File: src/rtl/game_pkg.sv
// game_pkg: shared state encodings, LFSR taps and default parameters for the game tick sequencer
package game_pkg;

    typedef enum logic [1:0] {
        ST_IDLE = 2'd0,
        ST_RUN  = 2'd1,
        ST_OVER = 2'd2
    } state_t;

    localparam logic [7:0] LFSR_TAPS      = 8'hB8;
    localparam int         DEF_DEPTH      = 16;
    localparam int         DEF_JUMP_TICKS = 3;
    localparam int         DEF_SCORE_W    = 16;
    localparam logic [7:0] DEF_LFSR_SEED  = 8'hA5;

    // x^8+x^6+x^5+x^4+1, Fibonacci form, shifting left
    function automatic logic [7:0] lfsr_next(input logic [7:0] l);
        return {l[6:0], ^(l & LFSR_TAPS)};
    endfunction

endpackage

File: src/rtl/edge_sync.sv
// edge_sync: 2-flop synchroniser followed by a rising-edge detector
module edge_sync (
    input  logic clk_i,
    input  logic rst_i,
    input  logic d_i,
    output logic rise_o
);

    logic s1_q, s2_q, prev_q;

    // synchronise the raw pin and keep one extra stage for edge detection
    always_ff @(posedge clk_i) begin
        if (rst_i) begin
            s1_q   <= 1'b0;
            s2_q   <= 1'b0;
            prev_q <= 1'b0;
        end else begin
            s1_q   <= d_i;
            s2_q   <= s1_q;
            prev_q <= s2_q;
        end
    end

    assign rise_o = s2_q & ~prev_q;

endmodule

File: src/rtl/game_tick_sequencer.sv
// game_tick_sequencer: runs the obstacle lane, jump timing, collisions and score from game clock ticks
module game_tick_sequencer
    import game_pkg::*;
#(
    parameter int         DEPTH      = DEF_DEPTH,
    parameter int         JUMP_TICKS = DEF_JUMP_TICKS,
    parameter int         SCORE_W    = DEF_SCORE_W,
    parameter logic [7:0] LFSR_SEED  = DEF_LFSR_SEED
) (
    input  logic               CLOCK_50,
    input  logic               reset,
    input  logic               NEW_PULSE,
    input  logic               NEW_PULSE_EARLY,
    input  logic               key_jump,
    input  logic               key_start,
    output logic               key_press,
    output logic [DEPTH-1:0]   obstacle_map,
    output logic               player_up,
    output logic [SCORE_W-1:0] score,
    output logic               game_over,
    output logic [1:0]         state
);

    localparam int AW = $clog2(JUMP_TICKS + 1);

    state_t             state_q;
    logic               key_press_q;
    logic [DEPTH-1:0]   map_q, map_d;
    logic               player_up_q, up_e, up_d;
    logic [SCORE_W-1:0] score_q;
    logic [7:0]         lfsr_q, lfsr_d;
    logic [AW-1:0]      air_q, air_e, air_d;
    logic               jump_pending_q, pend_eff, take, crash;
    logic               jump_rise, start_rise;

    edge_sync u_jump (
        .clk_i  (CLOCK_50),
        .rst_i  (reset),
        .d_i    (key_jump),
        .rise_o (jump_rise)
    );

    edge_sync u_start (
        .clk_i  (CLOCK_50),
        .rst_i  (reset),
        .d_i    (key_start),
        .rise_o (start_rise)
    );

    // early tick samples the jump first, then the main tick advances lane and air time on top of it
    always_comb begin
        lfsr_d   = lfsr_next(lfsr_q);
        map_d    = {lfsr_d[1] & lfsr_d[0] & ~map_q[DEPTH-1], map_q[DEPTH-1:1]};
        pend_eff = jump_pending_q | (jump_rise & ~player_up_q);
        take     = NEW_PULSE_EARLY & pend_eff;
        air_e    = take ? AW'(JUMP_TICKS) : air_q;
        up_e     = take | player_up_q;
        air_d    = (NEW_PULSE && air_e != '0) ? air_e - 1'b1 : air_e;
        up_d     = (NEW_PULSE && air_e == AW'(1)) ? 1'b0 : up_e;
        crash    = map_d[0] & ~up_d;
    end

    // game FSM with all registered outputs; ticks only matter in RUN, start edges only outside it
    always_ff @(posedge CLOCK_50) begin
        if (reset) begin
            state_q        <= ST_IDLE;
            key_press_q    <= 1'b0;
            map_q          <= '0;
            player_up_q    <= 1'b0;
            score_q        <= '0;
            lfsr_q         <= LFSR_SEED;
            air_q          <= '0;
            jump_pending_q <= 1'b0;
        end else begin
            key_press_q <= 1'b0;
            case (state_q)
                ST_RUN: begin
                    player_up_q    <= up_d;
                    air_q          <= air_d;
                    jump_pending_q <= pend_eff & ~take;
                    if (NEW_PULSE) begin
                        lfsr_q <= lfsr_d;
                        map_q  <= map_d;
                        if (crash)
                            state_q <= ST_OVER;
                        else if (score_q != '1)
                            score_q <= score_q + 1'b1;
                    end
                end
                default: begin
                    if (start_rise) begin
                        state_q        <= ST_RUN;
                        key_press_q    <= 1'b1;
                        map_q          <= '0;
                        player_up_q    <= 1'b0;
                        score_q        <= '0;
                        air_q          <= '0;
                        jump_pending_q <= 1'b0;
                    end
                end
            endcase
        end
    end

    assign key_press    = key_press_q;
    assign obstacle_map = map_q;
    assign player_up    = player_up_q;
    assign score        = score_q;
    assign game_over    = (state_q == ST_OVER);
    assign state        = state_q;

endmodule

File: config.mk
export PLATFORM = sky130hd
export DESIGN_NAME = game_tick_sequencer
export DESIGN_NICKNAME = d
export VERILOG_FILES = /design/src/rtl/game_pkg.sv /design/src/rtl/edge_sync.sv /design/src/rtl/game_tick_sequencer.sv
export SDC_FILE = /design/constraint.sdc
export NUM_CORES = 1
export LEC_CHECK = 0
export CORE_MARGIN = 2
export CORE_UTILIZATION = 24
export CTS_CLUSTER_DIAMETER = 150
export DETAILED_ROUTE_END_ITERATION = 8
export GPL_TIMING_DRIVEN = 1
export PLACE_DENSITY_LB_ADDON = 0.05
export REMOVE_ABC_BUFFERS = 1
export SLEW_MARGIN = 5
export SYNTH_ARGS = -nofsm -noshare
export SYNTH_HDL_FRONTEND = slang
export SYNTH_SLANG_ARGS = --single-unit
File: constraint.sdc
create_clock -name CLOCK_50 -period 4.19 [get_ports CLOCK_50]
set_clock_uncertainty 0.05 [all_clocks]
set_input_delay 0.838 -clock CLOCK_50 [delete_from_list [all_inputs] [get_ports CLOCK_50]]
set_output_delay 0.838 -clock CLOCK_50 [all_outputs]
set_load 0.01 [all_outputs]
==> impl_metrics.csv <==
group,metric,value,unit
floorplan,coreArea,9280,sq um
power_and_ir_drop,p_int,0.671,mW
global_route,antenna_found_initial,0,
clock_network,cts_num_sinks,53,
power_and_ir_drop,pwr-share-seq,57.7,%
yosys,synthAdderAreaFrac,1.63,%
clock_network,clkTransAtPathRegs,100,ps
yosys,synth-simple-area-share,26.8,%
critical_path,crit_path_max_fanout,18,
timing,rsz0062_at_grt,"false",
timing,finalCritPeriodShare,76.0,%
global_route,grt_pass1_vias,1957,
floorplan,ios,43,
global_route,grt.overflow.total,0,
power_and_ir_drop,switching_share,24.8,%
clock_network,cts_buffer_depth,2,
yosys,synth_ff_type,"dfxtp_1",
final_layout,syn2layout_area_growth,28.6,%
clock_network,clk_latency,310,ps
timing,finalSetupTns,0,ps
final_layout,drive_gt1_share,5.86,%
outcome,status,"finished, final reports clean",
floorplan,fp-row-count,35,
clock_network,root_buffer,"clkbuf_8",
critical_path,startpoint_type,"input port",
critical_path,startpoint,"NEW_PULSE_EARLY",
yosys,async_reset_ff_share,0,%
clock_network,cts_resized,0,
power_and_ir_drop,power_frac_comb,6.8,%
yosys,synth-edff-count,0,
final_layout,nets,315,
critical_path,r2r_start,"player_up",
power_and_ir_drop,total_power,0.892,mW
critical_path,r2r_cells,10,
global_route,grt_start_max_net_pins,41,
timing,worst_slack,1000,ps
floorplan,die_w,102,um
placement,placed_cells,428,
clock_network,htreeDepth,2,
critical_path,cp-end-kind,"flip-flop",
yosys,synth_top_family_by_area,"simple AND/OR/NAND/NOR gates",
clock_network,cts_buffers,5,
final_layout,post-route-cell-area,2960,sq um
detailed_routing,dr.pass1.iters,6,
placement,place_hpwl,3.97,mm
final_layout,num_antenna_cells,0,
timing,hold_viol_final,0,
final_layout,fin_util,31.8,%
power_and_ir_drop,p_per_area,302,nW/um^2
detailed_routing,drc_errors,0,
detailed_routing,routed_via_density,4.70,
yosys,synth-compound-area-share,20.7,%
run,maxCapViolations,0,
yosys,synth_seq_area_share,46.2,%
critical_path,critical_path_class,"input port to flip-flop",
power_and_ir_drop,ir_worst_vdd,117,uV
detailed_routing,drtAntennaViolNets,0,
detailed_routing,wire_per_inst,13.7,um
power_and_ir_drop,p_clk_share,35.5,%
power_and_ir_drop,p_leak,1.02,nW
final_layout,fin_cells,436,
yosys,synth.distinct_cells,47,
clock_network,hold_buffers,0,
timing,slew_headroom,54.5,%
min_path,worstHoldStart,"u_jump.s1_q",
min_path,hold_class,"flip-flop to flip-flop",
yosys,synth-seq-cells,53,
critical_path,cp.arrival,3370,ps
floorplan,die_h,102,um
yosys,yosysWarnings,0,
critical_path,crit_slowest_cell,"or4_1",
global_route,grt_pass1_wl,9.94,mm
clock_network,cts_tree,"built",
timing,fmaxAchievable,0.314,GHz
floorplan,dieArea,10400,sq um
detailed_routing,drt-total-wl,5.97,mm
critical_path,path_cells,"clkdlybuf4s50_1 > o21a_1 > nor2_1 > inv_1 > ha_1 > a2bb2oi_2 > o31ai_1 > a22o_1 > or4_1 > a21oi_1",
critical_path,critPathMaxStageDelay,540,ps
yosys,yosys-mux-area-fraction,0.490,%
floorplan,initial_core_util,24.8,%
power_and_ir_drop,power.switching,0.221,mW
yosys,avgSynthCellArea,8.71,sq um
timing,final.min_clock_period,3190,ps
detailed_routing,vias,2051,
placement,post_dp_cell_area,2860,sq um
placement,gp_congestion,0.753,
timing,drv_slew,0,
yosys,yosys.area_share.xor_xnor,1.14,%
critical_path,cp.required,4370,ps
global_route,track_usage,12.1,%
clock_network,postCtsSetupBuffers,0,
timing,worst_hold_slack,395,ps
yosys,synth_cells,264,
timing,tightestPinTransition,677,ps
detailed_routing,first_iter_violations,58,
yosys,synth_area,2300,sq um
placement,pre_cts_ws,715,ps
timing,setup_viol,0,
placement,port_buffers,42,
min_path,hold_depth,1,
flip-flops by register name (all words and copies together) (netlist names), 2 cells and up:
name	cells
air_q	2
score	16
state	2
obstacle_map	16
lfsr_q	8
cell usage after synthesis, types with 2 or more instances:
cell type,count,area share (%)
a211o_1,2,0.76
a21oi_1,16,3.5
a22o_1,3,1.1
a22oi_1,18,5.9
a32oi_1,2,0.76
and3_1,3,0.82
and3b_1,2,0.76
buf_2,2,0.44
buf_4,3,0.98
clkbuf_1,5,0.82
dfxtp_1,53,46
ha_1,3,1.6
inv_1,4,0.65
nand2_1,30,4.9
nand2b_1,7,1.9
nand3_1,10,2.2
nand3b_1,3,0.98
nor2_1,33,5.4
nor2b_1,13,3.5
nor3_1,7,1.5
nor4_1,2,0.54
o211ai_1,4,1.3
o21ai_0,6,1.3
o31ai_1,4,1.3
or3_1,2,0.54
or4_1,4,1.3
xnor2_1,3,1.1
power by group through the flow:
stage | combinational, mW | sequential (mW) | clock [mW]
after global placement | 0.0626 | 0.526 | 0
final | 0.0605 | 0.515 | 0.317
after CTS | 0.0619 | 0.515 | 0.339
after detailed placement | 0.0614 | 0.526 | 0
after global routing | 0.0687 | 0.516 | 0.352
after floorplan | 0.0319 | 0.526 | 0
cell usage in the layout, fill, tap and decap left out, types with 3 or more instances in the layout:
master / n
nor2b_1: 13
or4_1: 4
clkdlybuf4s50_1: 42
o31ai_1: 4
xnor2_1: 3
o211ai_1: 4
clkbuf_8: 6
a22o_1: 3
ha_1: 3
a21oi_1: 16
nand2b_1: 7
nand3_1: 10
nand2_1: 30
buf_4: 4
and3_1: 3
o21ai_0: 6
nor3_1: 7
dfxtp_1: 53
inv_1: 4
a22oi_1: 18
nor2_1: 33
nand3b_1: 3
cells by family (layout without fill, tap and decap cells):
family | count (synthesis) | in the layout
flip-flops | 53 | 53
AND/OR/NAND/NOR | 122 | 122
XOR/XNOR | 3 | 3
multiplexers | 1 | 1
adder cells (fa/ha/maj) | 3 | 3
buffers and inverters | 15 | 58
AO/OA/AOI/OAI | 67 | 67
layer usage:
metal  part of all wire [%]  track usage, %  up-vias
li1                       -               -     1046
met1                     50            16.9      952
met2                     43            18.2       48
met3                    6.0            3.35        5
met4                   0.89            3.79        0
met5                      0               0        -
worst max-delay path, delay by kind of cell:
kind,cells,cell delay [ps]
buf+inv,2,520
compound gates,5,1110
simple gates,2,680
fa+ha+maj,1,210
cell type report:
| type | count | area, sq um |
|---|---|---|
| timing repair buffer | 46 | 450 |
| sequential | 53 | 1060 |
| clock inverter | 2 | 17.5 |
| inverter | 4 | 15.0 |
| tap | 129 | 161 |
| fill | 1001 | 6330 |
| multi-input combinational | 196 | 1170 |
| clock buffer | 6 | 82.6 |
path summary, 6_finish.rpt:
kind | end | slack, ps
setup / recovery | score[7] | 1000
hold / removal | u_jump.s2_q | 390
setup reg to reg | score[7] | 1430
hold reg to reg | u_jump.s2_q | 390
Note: power is estimated with default switching activity, not from simulation.
